`src/rtl/flt_onboard_pkg.sv`:
```
// Shared definitions for the on-board float-core stimulus/pairing block.
// Latency: n/a (types, constants and a combinational helper only).
// Backpressure: n/a.
// Contents: run FSM state encoding, Galois LFSR tap constant, LFSR step function.
package flt_onboard_pkg;

   typedef enum logic [1:0] {
      ST_IDLE  = 2'd0,
      ST_RUN   = 2'd1,
      ST_DRAIN = 2'd2,
      ST_DONE  = 2'd3
   } state_t;

   localparam int GEN_W = 32;

   // Right-shifting Galois form of x^32 + x^22 + x^2 + x + 1:
   // the x^32 term becomes bit 31, x^22 bit 21, x^2 bit 1, x^1 bit 0.
   localparam logic [GEN_W-1:0] LFSR_TAPS = 32'h8020_0003;

   function automatic logic [GEN_W-1:0] lfsr_step(input logic [GEN_W-1:0] s);
      return s[0] ? ((s >> 1) ^ LFSR_TAPS) : (s >> 1);
   endfunction

endpackage

```
`src/rtl/flt_onboard_sync_fifo.sv`:
```
// Single-clock FIFO holding stimulus words that are in flight through the core.
// Latency: push visible at the head one cycle later; head is read combinationally.
// Backpressure: pushes while full and pops while empty are ignored; simultaneous push/pop keeps count.
// Ports: i_aclk/i_areset, i_push/i_push_dat, i_pop/o_pop_dat, o_count, o_full, o_empty.
module flt_onboard_sync_fifo #(
   parameter int WIDTH = 32,
   parameter int DEPTH = 16
) (
   input  logic                           i_aclk,
   input  logic                           i_areset,
   input  logic                           i_push,
   input  logic [WIDTH-1:0]               i_push_dat,
   input  logic                           i_pop,
   output logic [WIDTH-1:0]               o_pop_dat,
   output logic [$clog2(DEPTH+1)-1:0]     o_count,
   output logic                           o_full,
   output logic                           o_empty
);
   localparam int AW = $clog2(DEPTH);
   localparam int CW = $clog2(DEPTH+1);

   logic [WIDTH-1:0] mem [DEPTH];
   logic [AW-1:0]    wr_ptr;
   logic [AW-1:0]    rd_ptr;
   logic             do_push;
   logic             do_pop;

   assign o_full    = (o_count == CW'(DEPTH));
   assign o_empty   = (o_count == '0);
   assign do_push   = i_push && !o_full;
   assign do_pop    = i_pop && !o_empty;
   assign o_pop_dat = mem[rd_ptr];

   // Storage carries no reset: only entries below o_count are ever read.
   always_ff @(posedge i_aclk) begin
      if (do_push) begin
         mem[wr_ptr] <= i_push_dat;
      end
   end

   // DEPTH is a power of two, so pointers wrap naturally.
   always_ff @(posedge i_aclk or posedge i_areset) begin
      if (i_areset) begin
         wr_ptr  <= '0;
         rd_ptr  <= '0;
         o_count <= '0;
      end else begin
         if (do_push) begin
            wr_ptr <= wr_ptr + AW'(1);
         end
         if (do_pop) begin
            rd_ptr <= rd_ptr + AW'(1);
         end
         case ({do_push, do_pop})
            2'b10:   o_count <= o_count + CW'(1);
            2'b01:   o_count <= o_count - CW'(1);
            default: o_count <= o_count;
         endcase
      end
   end

endmodule

```
`src/rtl/flt_onboard_stim_pair.sv`:
```
// Drives a stimulus stream into a float core and pairs each result with the word that produced it.
// Latency: result transfer -> o_pair_tvalid one cycle later; stimulus valid is combinational from state.
// Backpressure: holds stimulus while i_axi4s_a_tready is low; stops issuing when FIFO_DEPTH words are in flight.
// Ports: i_aclk/i_areset, i_start/o_busy/o_done run control, o_axi4s_a_* stimulus stream,
//        i_axi4s_result_* result stream, o_pair_* aligned pairs, o_sent_cnt/o_recv_cnt/o_underflow_err status.
module flt_onboard_stim_pair
   import flt_onboard_pkg::*;
#(
   parameter int          TDATA_WIDTH     = 32,
   parameter int          TDATA_OUT_WIDTH = 32,
   parameter int          NUM_VECTORS     = 1024,
   parameter int          FIFO_DEPTH      = 16,
   parameter int          MODE            = 0,
   parameter logic [31:0] LFSR_SEED       = 32'h0000_0001
) (
   input  logic                               i_aclk,
   input  logic                               i_areset,
   input  logic                               i_start,
   output logic                               o_busy,
   output logic                               o_done,
   output logic [TDATA_WIDTH-1:0]             o_axi4s_a_tdata,
   output logic                               o_axi4s_a_tvalid,
   input  logic                               i_axi4s_a_tready,
   input  logic [TDATA_OUT_WIDTH-1:0]         i_axi4s_result_tdata,
   input  logic                               i_axi4s_result_tvalid,
   output logic                               o_axi4s_result_tready,
   output logic [TDATA_WIDTH-1:0]             o_pair_a_tdata,
   output logic [TDATA_OUT_WIDTH-1:0]         o_pair_result_tdata,
   output logic                               o_pair_tvalid,
   output logic [$clog2(NUM_VECTORS+1)-1:0]   o_sent_cnt,
   output logic [$clog2(NUM_VECTORS+1)-1:0]   o_recv_cnt,
   output logic                               o_underflow_err
);
   localparam int CW    = $clog2(NUM_VECTORS+1);
   localparam int FCW   = $clog2(FIFO_DEPTH+1);
   localparam int EXT_W = (TDATA_WIDTH > GEN_W) ? TDATA_WIDTH : GEN_W;
   localparam logic [GEN_W-1:0] GEN_INIT = (MODE == 1) ? LFSR_SEED : '0;

   state_t            state;
   state_t            state_nxt;
   logic [GEN_W-1:0]  gen;
   logic [EXT_W-1:0]  gen_ext;
   logic              start_acc;
   logic              a_xfer;
   logic              r_xfer;
   logic              pop;
   logic              underflow_evt;
   logic              fifo_room;
   logic [TDATA_WIDTH-1:0] fifo_head;
   logic [FCW-1:0]    fifo_cnt;
   logic              fifo_full;
   logic              fifo_empty;

   assign start_acc     = i_start && ((state == ST_IDLE) || (state == ST_DONE));
   assign fifo_room     = !fifo_full && (fifo_cnt < FCW'(FIFO_DEPTH));
   assign a_xfer        = o_axi4s_a_tvalid && i_axi4s_a_tready;
   assign r_xfer        = i_axi4s_result_tvalid && o_axi4s_result_tready;
   assign pop           = r_xfer && !fifo_empty;
   assign underflow_evt = r_xfer && fifo_empty;

   // Zero-extend or truncate the 32-bit generator; data is zero whenever not offered.
   assign gen_ext         = EXT_W'(gen);
   assign o_axi4s_a_tdata = o_axi4s_a_tvalid ? gen_ext[TDATA_WIDTH-1:0] : '0;

   // State register
   always_ff @(posedge i_aclk or posedge i_areset) begin
      if (i_areset) begin
         state <= ST_IDLE;
      end else begin
         state <= state_nxt;
      end
   end

   // Next-state logic
   always_comb begin
      state_nxt = state;
      case (state)
         ST_IDLE, ST_DONE: if (i_start) state_nxt = ST_RUN;
         ST_RUN:           if (o_sent_cnt == CW'(NUM_VECTORS)) state_nxt = ST_DRAIN;
         ST_DRAIN:         if (o_recv_cnt == CW'(NUM_VECTORS)) state_nxt = ST_DONE;
         default:          state_nxt = ST_IDLE;
      endcase
   end

   // Output decode
   always_comb begin
      o_busy                = 1'b0;
      o_done                = 1'b0;
      o_axi4s_result_tready = 1'b0;
      o_axi4s_a_tvalid      = 1'b0;
      case (state)
         ST_RUN: begin
            o_busy                = 1'b1;
            o_axi4s_result_tready = 1'b1;
            o_axi4s_a_tvalid      = (o_sent_cnt < CW'(NUM_VECTORS)) && fifo_room;
         end
         ST_DRAIN: begin
            o_busy                = 1'b1;
            o_axi4s_result_tready = 1'b1;
         end
         ST_DONE: o_done = 1'b1;
         default: ;
      endcase
   end

   // Generator, counters, sticky error and pair register.
   // A start is only accepted in IDLE/DONE where both streams are idle,
   // so it never coincides with a transfer.
   always_ff @(posedge i_aclk or posedge i_areset) begin
      if (i_areset) begin
         gen                 <= GEN_INIT;
         o_sent_cnt          <= '0;
         o_recv_cnt          <= '0;
         o_underflow_err     <= 1'b0;
         o_pair_a_tdata      <= '0;
         o_pair_result_tdata <= '0;
         o_pair_tvalid       <= 1'b0;
      end else begin
         o_pair_tvalid <= pop;
         if (pop) begin
            o_pair_a_tdata      <= fifo_head;
            o_pair_result_tdata <= i_axi4s_result_tdata;
         end
         if (start_acc) begin
            gen             <= GEN_INIT;
            o_sent_cnt      <= '0;
            o_recv_cnt      <= '0;
            o_underflow_err <= 1'b0;
         end else begin
            if (a_xfer) begin
               gen        <= (MODE == 1) ? lfsr_step(gen) : gen + 32'd1;
               o_sent_cnt <= o_sent_cnt + CW'(1);
            end
            if (pop) begin
               o_recv_cnt <= o_recv_cnt + CW'(1);
            end
            if (underflow_evt) begin
               o_underflow_err <= 1'b1;
            end
         end
      end
   end

   flt_onboard_sync_fifo #(
      .WIDTH (TDATA_WIDTH),
      .DEPTH (FIFO_DEPTH)
   ) u_inflight (
      .i_aclk     (i_aclk),
      .i_areset   (i_areset),
      .i_push     (a_xfer),
      .i_push_dat (o_axi4s_a_tdata),
      .i_pop      (pop),
      .o_pop_dat  (fifo_head),
      .o_count    (fifo_cnt),
      .o_full     (fifo_full),
      .o_empty    (fifo_empty)
   );

endmodule

```
`config.mk`:
```
export PLATFORM = sky130hd
export DESIGN_NAME = flt_onboard_stim_pair
export DESIGN_NICKNAME = d
export VERILOG_FILES = /design/src/rtl/flt_onboard_pkg.sv /design/src/rtl/flt_onboard_sync_fifo.sv /design/src/rtl/flt_onboard_stim_pair.sv
export SDC_FILE = /design/constraint.sdc
export NUM_CORES = 1
export LEC_CHECK = 0
export ABC_AREA = 1
export BUFFER_PORTS_ARGS = -buffer_cell sky130_fd_sc_hd__buf_2
export CORE_UTILIZATION = 35
export DETAILED_ROUTE_END_ITERATION = 16
export HOLD_SLACK_MARGIN = 0.15
export PLACE_DENSITY = 0.5
export SETUP_SLACK_MARGIN = 0.5
export SLEW_MARGIN = 25
export SYNTH_ARGS = -nofsm -noshare
export SYNTH_HDL_FRONTEND = slang
export SYNTH_SLANG_ARGS = --single-unit
export TNS_END_PERCENT = 100
```
`constraint.sdc`:
```
create_clock -name i_aclk -period 5.2 [get_ports i_aclk]
set_input_delay 0.52 -clock i_aclk [delete_from_list [all_inputs] [get_ports i_aclk]]
set_output_delay 0.52 -clock i_aclk [all_outputs]
set_load 0.01 [all_outputs]
```
==> results.toml, run 1 <==
[routing]
wl_um = 77900
num_vias = 19100
first_pass_iters = 8
via_per_inst = 4.97
ant_nets = 0
drc = 0
wl_per_cell_um = 20.3
drt-initial-drc-count = 1316

[setup_path]
crit_fanout = 19
critical_path_arrival_ns = 3.13
critPathTopFamily = "simple AND/OR/NAND/NOR gates"
path_cells = "inv_1 -> ha_1 -> nand2_1 -> buf_4 -> nor2_2 -> buf_2"
rrSetupSlack_ns = 2.09
start_kind = "flop"
max_stage_delay_ns = 0.55
cp.required_ns = 4.68
worst-path-buf-inv = 3
critical-path-slowest-cell = "nor2_2"
worstSetupPathType = "flop to output pin"
cp-end-kind = "output pin"

[timing]
maxSlewViolCount = 0
worst_pin_slew_ns = 1.07
finClkSkew_ns = 0.0257
finalHoldViolCount = 0
relSlewSlack_pct = 28.8
fmax_mhz = 274
rsz0062_at_grt = "no"
fin_ws_ns = 1.55
setup_viol = 0
period_share_pct = 70.2
period_minus_slack_ns = 3.65
setup-tns-final_ns = 0

[grt]
grt_pass1_vias = 18500
antenna_found_initial = 1
grt_overflow_total = 0
gr-usage-all-layers_pct = 19.7
grt_max_degree = 107
grt_pass1_wl_um = 116000

[floorplan]
coreArea_um2 = 77500
pin_count = 161
die_h_um = 282
dieArea_um2 = 79400
die_w_um = 282
rows = 102
initial_utilization_pct = 35.4

[yosys]
async_reset_ff_share_pct = 20.9
synth_top_family_by_area = "simple AND/OR/NAND/NOR gates"
synth_cell_types = 39
synth-edff-count = 512
yosys.area_share.simple_pct = 22.7
post_synth_xor_area_fraction_pct = 0.352
synth_seq_cells = 647
synth_compound_area_share_pct = 3.05
synthAdderAreaFrac_pct = 0.822
syn-num-nets = 2591
syn_area_per_cell_um2 = 10.8
syn_area_um2 = 27400
seq_area_frac_synth_pct = 68.5
synthMuxAreaShare_pct = 0
yosysWarnings = 0
synth_top_flop_cell = "edfxtp_1"
syn_inst = 2536

[clock_tree]
cts_setup_buffers = 0
cts_buffers = 74
cts_root_buffer = "clkbuf_16"
cts_sinks = 647
cts_max_level = 3
clk-insertion-delay-late_ns = 0.62
cts_tree = "yes"
clockBufferDepth = 3
clk_pin_slew_ns = 0.06

[cells_and_area]
diodes = 0
final_layout_size_suffix_gt1_share_pct = 13.7
final_cell_mix = "920 x nand2_1, 512 x edfxtp_1, 335 x nand3_1"
area.growth.synth_to_final_pct = 16.8
nets = 2794
fin_cells = 3838
layout_commonest_cell = "nand2_1"

[placement]
dp_slack_ns = 1.88
dpl.cell_count = 3670
portBuffers = 160
dp_hpwl_um = 44500
place.gp.congestion = 0.822

[pwr]
peakVddDrop_mv = 0.480
p_leak_nw = 13.1
power_mw = 16.8
p_per_area_nw_per_um2 = 524

[worst_hold_path]
hold_class = "input port to flop"

[outcome]
status = "finished, final reports clean"

[run]
maxCapViolCount = 0
==> layout make-up <==
class	count	area [µm²]
multi-input combinational	1649	7520
clock inverter	40	362
clock buffer	95	1970
inverter	108	420
tap	1040	1300
fill	7378	45500
sequential	647	18800
timing repair buffer	259	1660
==> Yosys cell counts, types with 3 or more instances <==
| library cell | n | area (µm²) |
|---|---|---|
| o21ai_0 | 24 | 120 |
| dfrtp_1 | 135 | 3380 |
| o21ai_1 | 6 | 30.0 |
| a21boi_0 | 18 | 135 |
| a21oi_1 | 73 | 365 |
| nor2_1 | 122 | 458 |
| buf_1 | 5 | 18.8 |
| nand2_1 | 921 | 3460 |
| nor2_2 | 9 | 56.3 |
| nor3_1 | 23 | 115 |
| inv_2 | 3 | 11.3 |
| xor2_1 | 10 | 87.6 |
| buf_4 | 29 | 218 |
| buf_6 | 21 | 236 |
| clkbuf_1 | 18 | 67.6 |
| a31oi_1 | 3 | 18.8 |
| nor2_4 | 3 | 33.8 |
| edfxtp_1 | 512 | 15400 |
| nand3_1 | 335 | 1680 |
| buf_2 | 58 | 290 |
| nand3_2 | 3 | 30.0 |
| inv_1 | 102 | 383 |
| o211ai_1 | 17 | 128 |
| ha_1 | 18 | 225 |
| nand4_1 | 32 | 200 |
| nand3b_1 | 17 | 128 |
==> worst reg2reg max path: cells and delay by family (launching register included) <==
family | cells | cell delay, ns
fa+ha+maj | 1 | 0.21
buf+inv | 4 | 0.94
flops | 1 | 0.41
simple gates | 3 | 1.23
==> routing by layer <==
layer	global-route usage (%)	vias up	part of all wire [%]
met5	0	-	0
li1	-	9056	-
met4	5.53	0	2.0
met3	2.47	105	5.0
met2	32.9	522	48
met1	26.8	9390	45
==> where the power goes <==
group	total [mW]	leakage (nW)	switching, mW	internal [mW]
sequential	6.46	7.05	0.417	6.05
combinational	5.26	4.92	3.75	1.50
clock	5.04	1.13	2.10	2.94
total	16.8	13.1	6.27	10.5
==> cell families (layout without fill, tap and decap cells) <==
logic type                 after synthesis  count (layout)
DFF                                    647             647
adders and majority gates               18              18
buffers and inverters                  240             502
and+or+nand+nor                       1474            1474
xor gates and xnor gates                11              11
AOI/OAI and AO/OA                      146             146
==> path summary, 6_finish.rpt <==
check	startpoint	end	cells after the start
min in group asynchronous	i_areset	o_pair_tvalid$_DFF_PP0_	3
worst min register to register	o_pair_result_tdata[3]$_DFFE_PP0P_	o_pair_result_tdata[3]$_DFFE_PP0P_	2
worst max-delay path	state[1]$_DFFE_PP0P_	o_axi4s_a_tdata[13]	6
worst min-delay path	i_axi4s_result_tvalid	o_underflow_err$_DFFE_PP0P_	3
max in group asynchronous	i_areset	o_pair_a_tdata[0]$_DFFE_PP0P_	4
worst max register to register	state[1]$_DFFE_PP0P_	u_inflight.mem[1][17]$_DFFE_PP_	8
==> timing repair <==
item	CTS	global route
endpoints found under the setup margin	0	0
hold buffers	33	0
resized for setup	0	0
hold endpoints to repair	89	0
==> registers in the layout (all words and copies together) (netlist names) <==
name	flops
o_sent_cnt	11
u_inflight.wr_ptr	4
u_inflight.mem	512
state	2
o_underflow_err	1
o_pair_tvalid	1
u_inflight.o_count	5
o_pair_a_tdata	32
gen	32
o_recv_cnt	11
o_pair_result_tdata	32
u_inflight.rd_ptr	4
==> through the flow <==
step                instance area [µm²]  util [%]  hold slack, ns
global placement                  29300      37.8           0.456
finish                            32000      41.3           0.198
floorplan                         27400         -           0.472
CTS                               32000      41.3           0.167
global route                      32000      41.3           0.216
detailed placement                29300      37.9           0.459
Note: power is estimated with default switching activity, not from simulation.
==> run 2, diff against run 1 <==
--- a/config.mk
+++ b/config.mk
@@ -5,7 +5,7 @@
 export SDC_FILE = /design/constraint.sdc
 export NUM_CORES = 1
 export LEC_CHECK = 0
-export ABC_AREA = 1
+export ABC_AREA = 0
 export BUFFER_PORTS_ARGS = -buffer_cell sky130_fd_sc_hd__buf_2
 export CORE_UTILIZATION = 35
 export DETAILED_ROUTE_END_ITERATION = 16
==> constraint.sdc (replaced) <==
create_clock -name i_aclk -period 3.62 [get_ports i_aclk]
set_input_delay 0.362 -clock i_aclk [delete_from_list [all_inputs] [get_ports i_aclk]]
set_output_delay 0.362 -clock i_aclk [all_outputs]
set_load 0.01 [all_outputs]
==> run 2 against run 1 <==
  * Core utilization up 1.5 points
  * Critical path depth unchanged
  * Total power rose by 30%
  * Critical path type unchanged
  * Critical endpoint is now o_axi4s_a_tdata[15]
  * Largest power group unchanged
  * Highest routed layer unchanged
==> results.toml, run 2 <==
[timing]
finalHoldViolCount = 0
period_minus_slack_ns = 2.93
finClkSkew_ns = 0.0202
setup-tns-final_ns = 0
fmax_mhz = 342
period_share_pct = 80.9
maxSlewViolCount = 0
relSlewSlack_pct = 31.8
fin_ws_ns = 0.693
worst_pin_slew_ns = 1.02
setup_viol = 0
rsz0062_at_grt = "yes"

[floorplan]
die_w_um = 272
rows = 98
coreArea_um2 = 71900
initial_utilization_pct = 35.6
die_h_um = 272
pin_count = 161
dieArea_um2 = 74200

[yosys]
synth_cell_types = 45
async_reset_ff_share_pct = 20.9
seq_area_frac_synth_pct = 73.3
yosysTopAreaCellShare_pct = 60.1
syn_inst = 1453
synth_seq_cells = 647
synth-edff-count = 512
yosys.area.top_type = "edfxtp_1"
syn_area_per_cell_um2 = 17.6
syn-num-nets = 1508
synth_most_common_cell = "edfxtp_1"
synthTopCellsByArea = "edfxtp_1 60%, dfrtp_1 13%, mux4_2 11%, nand2_1 2.4%, mux2_2 1.5%"
yosysWarnings = 0
yosys-top-cells-count = "512 x edfxtp_1, 164 x nand2_1, 135 x dfrtp_1"
synth_top_flop_cell = "edfxtp_1"
syn_area_um2 = 25600

[placement]
place.gp.congestion = 0.750
portBuffers = 160
dp_slack_ns = 0.681
placed_cell_area_um2 = 28100
dp_hpwl_um = 36800

[cells_and_area]
fin_area_um2 = 30800
area.growth.synth_to_final_pct = 20.4
top_register = "u_inflight.mem"
final_layout_size_suffix_gt1_share_pct = 30.2
final_cell_mix = "512 x edfxtp_1, 163 x nand2_1, 160 x buf_2"
largest_reg_flops = 512
fill_cells = 6465
finish.utilization_pct = 42.8
nets = 1774
diodes = 0
layout_commonest_cell = "edfxtp_1"

[setup_path]
critical_path_arrival_ns = 2.56
start_kind = "flop"
crit_fanout = 33
path_cells = "inv_1 -> ha_1 -> nor3b_2 -> buf_4 -> and2_1 -> buf_2"
critical-path-slowest-cell = "and2_1"
worstSetupPathType = "flop to output pin"
worst-path-buf-inv = 3
max_stage_delay_ns = 0.51
cp-end-kind = "output pin"
crit-reg2reg-launch = "state[1]$_DFFE_PP0P_"
startpoint = "state[1]$_DFFE_PP0P_"
critPathTopFamily = "simple AND/OR/NAND/NOR gates"
cp.required_ns = 3.26

[grt]
grt_use_met1_pct = 23.0
antenna_found_initial = 1
grt_overflow_total = 0
top_usage_layer = "met2"
grt_util_met3_pct = 2.58
grt_max_degree = 73
gr-usage-met2_pct = 27.5
gr-usage-all-layers_pct = 16.8
grt_pass1_vias = 14700
grt_pass1_wl_um = 93400

[clock_tree]
cts_root_buffer = "clkbuf_16"
cts_sinks = 647
clockBufferDepth = 3
clk_pin_slew_ns = 0.06
cts_tree = "yes"
cts_buffers = 71
clk-insertion-delay-late_ns = 0.61
cts_setup_buffers = 0
cts_max_level = 3

[routing]
drc = 0
wl_um = 61100
ant_nets = 0
first_pass_iters = 5
wl_per_cell_um = 22.4
num_vias = 13800
via_per_inst = 5.06
drt-initial-drc-count = 920

[worst_hold_path]
hold_start = "i_axi4s_result_tvalid"
hold_class = "input port to flop"

[pwr]
p_per_area_nw_per_um2 = 706
peakVddDrop_mv = 0.719
p_leak_nw = 12.0
power_mw = 21.8

[run]
maxCapViolCount = 0

[outcome]
status = "finished, final reports clean"
==> run 2: cell types whose count changed after synthesis, moves of 20 or more <==
| cell | previous run | this run |
|---|---|---|
| and2_1 | 1 | 33 |
| nand2_1 | 921 | 164 |
| buf_4 | 29 | 2 |
| buf_2 | 58 | 27 |
| a21oi_1 | 73 | 42 |
| xnor2_1 | 1 | 27 |
| mux4_2 | 0 | 128 |
| mux2_2 | 0 | 33 |
| o22ai_1 | 0 | 30 |
| inv_1 | 102 | 16 |
| nor2_1 | 122 | 56 |
| buf_6 | 21 | 0 |
| nand3_1 | 335 | 21 |
| mux2i_1 | 0 | 20 |
==> run 2: logic make-up (layout without fill, tap and decap cells) <==
family                     Yosys count  after routing  synth area share, %
AOI/OAI and AO/OA                  109            109                 2.58
xor gates and xnor gates            56             56                 1.92
adders and majority gates           18             18                0.880
buffers and inverters               94            417                 1.54
DFF                                647            647                 73.3
muxes                              181            181                 13.5
and+or+nand+nor                    348            348                 6.26
==> run 2: final timing paths <==
check	end	slack, ns	depth (start not counted)
max	o_axi4s_a_tdata[15]	0.69	6
max in group asynchronous	u_inflight.rd_ptr[0]$_DFFE_PP0P_	2.31	4
min reg2reg	o_pair_a_tdata[13]$_DFFE_PP0P_	0.46	2
min	o_underflow_err$_DFFE_PP0P_	0.32	3
max reg2reg	u_inflight.o_count[4]$_DFFE_PP0P_	0.70	11
min in group asynchronous	o_recv_cnt[8]$_DFFE_PP0P_	0.50	3
==> run 2: per-stage QoR <==
step,instances,hold WS (ns)
after floorplan,1453,0.467
after global placement,2562,0.447
after detailed placement,2562,0.453
final,2726,0.315
after CTS,2726,0.277
after global routing,2726,0.317
==> run 2: tightest hold or removal path, delay by kind of cell <==
family | cells | cell delay [ns]
AO/OA/AOI/OAI | 1 | 0.24
AND/OR/NAND/NOR | 1 | 0.17
buffers and inverters | 1 | 0.10
==> run 2: layout make-up <==
class                   instances  area, µm²  area share, %
multi-input cells             712       6600           21.4
inverters                      18       72.6          0.236
clock inverters                38        439           1.43
clock buffers                  92       1910           6.19
well taps                     950       1190           3.86
flip-flops and latches        647      18800           61.0
repair buffers                269       1820           5.90
==> run 2: layer usage <==
metal / routed length [µm] / up-vias
met4: 1430 / 0
met2: 29600 / 286
met5: 0 / -
met3: 2320 / 90
li1: - / 6169
met1: 27700 / 7259
==> run 2: report_power, final <==
group | internal, mW | switching (mW)
combinational | 2.32 | 2.84
sequential | 8.55 | 0.801
clock | 4.32 | 2.93
total | 15.2 | 6.57
==> run 2: repair_timing <==
action | CTS | global route
hold endpoints to repair | 66 | 0
cloned | 0 | 0
hold buffers | 34 | 0
resized for setup | 1 | 7
endpoints found under the setup margin | 1 | 22
==> run 3, diff against run 2 <==
==> constraint.sdc (replaced) <==
create_clock -name i_aclk -period 2.8 [get_ports i_aclk]
set_input_delay 0.28 -clock i_aclk [delete_from_list [all_inputs] [get_ports i_aclk]]
set_output_delay 0.28 -clock i_aclk [all_outputs]
set_load 0.01 [all_outputs]
==> run 3 against run 2 <==
  * Routed wire length rose by 11%
  * Flip-flop and latch count did not move
  * Setup slack got worse by 0.33 ns
==> results.toml, run 3 (synthesis results as in run 2) <==
[grt]
grt_pass1_wl_um = 101000
antenna_found_initial = 2
grt_max_degree = 73
grt_overflow_total = 0
grt_pass1_vias = 15400
gr-usage-all-layers_pct = 18.5

[placement]
dp_hpwl_um = 38200
place.gp.congestion = 0.773
dp_slack_ns = 0.00403
portBuffers = 160
placed_cell_area_um2 = 28500

[cells_and_area]
nets = 1858
largest_reg_flops = 512
layout_commonest_cell = "edfxtp_1"
fin_area_um2 = 32200
top_register = "u_inflight.mem"
diodes = 0
final_cell_mix = "512 x edfxtp_1, 162 x nand2_1, 131 x dfrtp_1"
final_layout_size_suffix_gt1_share_pct = 35.3
area.growth.synth_to_final_pct = 25.8

[timing]
maxSlewViolCount = 0
worst_pin_slew_ns = 0.761
period_share_pct = 87.1
fmax_mhz = 410
relSlewSlack_pct = 49.2
setup_viol = 0
rsz0062_at_grt = "yes"
period_minus_slack_ns = 2.44
fin_ws_ns = 0.362
finClkSkew_ns = 0.0114
finalHoldViolCount = 0

[setup_path]
start_kind = "flop"
cp-end-kind = "flop"
path_cells = "or2_4 -> o41ai_4 -> inv_2 -> ha_4 -> xor2_2 -> ha_2 -> o211a_1 -> o31ai_2 -> a31oi_1 -> xor2_1"
crit-reg2reg-launch = "u_inflight.o_count[1]$_DFFE_PP0P_"
critical_path_arrival_ns = 2.91
critical-path-slowest-cell = "dfrtp_1"
crit_fanout = 4
startpoint = "u_inflight.o_count[1]$_DFFE_PP0P_"
cp.required_ns = 3.27
worstSetupPathType = "flop to flop"
max_stage_delay_ns = 0.39

[routing]
first_pass_iters = 7
via_per_inst = 5.10
ant_nets = 0
drt-initial-drc-count = 1046
num_vias = 14300
wl_um = 67600
wl_per_cell_um = 24.1
drc = 0

[floorplan]
dieArea_um2 = 74200
initial_utilization_pct = 35.6
die_h_um = 272
coreArea_um2 = 71900
pin_count = 161
die_w_um = 272
rows = 98

[clock_tree]
cts_sinks = 647
clk_pin_slew_ns = 0.06
cts_tree = "yes"
cts_buffers = 71
clockBufferDepth = 3
cts_max_level = 3
clk-insertion-delay-late_ns = 0.59
cts_root_buffer = "clkbuf_16"

[outcome]
status = "finished, final reports clean"

[pwr]
peakVddDrop_mv = 0.701
p_leak_nw = 12.6
p_per_area_nw_per_um2 = 915

[run]
maxCapViolCount = 0

[worst_hold_path]
hold_start = "i_axi4s_result_tvalid"
hold_class = "input port to flop"
-- run 3: cell count changes in the layout (fill, tap and decap cells not counted), sizes merged --
| cell | before | now |
|---|---|---|
| buf | 235 | 318 |
| bufinv | 8 | 9 |
| clkbuf | 92 | 99 |
| clkinv | 27 | 17 |
| clkinvlp | 1 | 4 |
| inv | 20 | 17 |
-- run 3: repair_timing --
item | in CTS | in global routing
resized for setup | 111 | 28
hold buffers | 34 | 0
hold endpoints to repair | 53 | 0
pin swaps | 2 | 7
setup buffers | 30 | 26
endpoints found under the setup margin | 98 | 101
cloned | 3 | 1
-- run 3: cell type report --
class,instances,area (µm²)
fillers,6362,39700
clock buffers,98,2000
repair buffers,353,3010
inverters,18,78.8
well taps,950,1190
flip-flops and latches,647,18800
clock inverters,29,373
multi-input cells,712,6770
-- run 3: routing by layer --
| layer | routed length (µm) | track usage [%] |
|---|---|---|
| met4 | 1240 | 4.88 |
| met5 | 24 | 0 |
| met2 | 33200 | 30.6 |
| met3 | 2990 | 3.55 |
| met1 | 30100 | 25.1 |
-- run 3: path summary, 6_finish.rpt --
| kind | end | slack [ns] | depth (start not counted) |
|---|---|---|---|
| max in group asynchronous | o_sent_cnt[3]$_DFFE_PP0P_ | 1.67 | 4 |
| worst min-delay path | o_underflow_err$_DFFE_PP0P_ | 0.23 | 4 |
| worst min register to register | o_pair_a_tdata[7]$_DFFE_PP0P_ | 0.46 | 2 |
| worst max-delay path | u_inflight.o_count[4]$_DFFE_PP0P_ | 0.36 | 10 |
| min in group asynchronous | o_recv_cnt[3]$_DFFE_PP0P_ | 0.37 | 3 |
| worst max register to register | u_inflight.o_count[4]$_DFFE_PP0P_ | 0.36 | 10 |
-- run 3: per-stage QoR --
| stage | std cells | utilization, % | hold slack (ns) | total power, mW | setup TNS (ns) |
|---|---|---|---|---|---|
| 2_1_floorplan | 1453 | - | 0.385 | 16.6 | -97.65 |
| 3_3_place_gp | 2586 | 39.6 | 0.437 | 19.3 | 0 |
| 3_5_place_dp | 2586 | 39.6 | 0.445 | 19.4 | 0 |
| 4_1_cts | 2780 | 44.3 | 0.202 | 29.5 | 0 |
| 5_1_grt | 2807 | 44.8 | 0.240 | 30.9 | 0 |
| 6_report | 2807 | 44.8 | 0.227 | 29.5 | 0 |
-- run 3: critical path, delay by kind of cell (launching register included) --
| kind | cells | cell delay, ns |
|---|---|---|
| XOR/XNOR | 2 | 0.30 |
| flip-flops | 1 | 0.39 |
| buffers and inverters | 1 | 0.10 |
| AO/OA/AOI/OAI | 4 | 0.83 |
| AND/OR/NAND/NOR | 1 | 0.29 |
| adder cells (fa/ha/maj) | 2 | 0.39 |
-- run 3: where the power goes --
group          internal (mW)  total, mW  switching (mW)
registers               11.1       11.8           0.773
logic                   3.75       8.12            4.37
clock network           5.82       9.50            3.68
total                   20.6       29.5            8.82
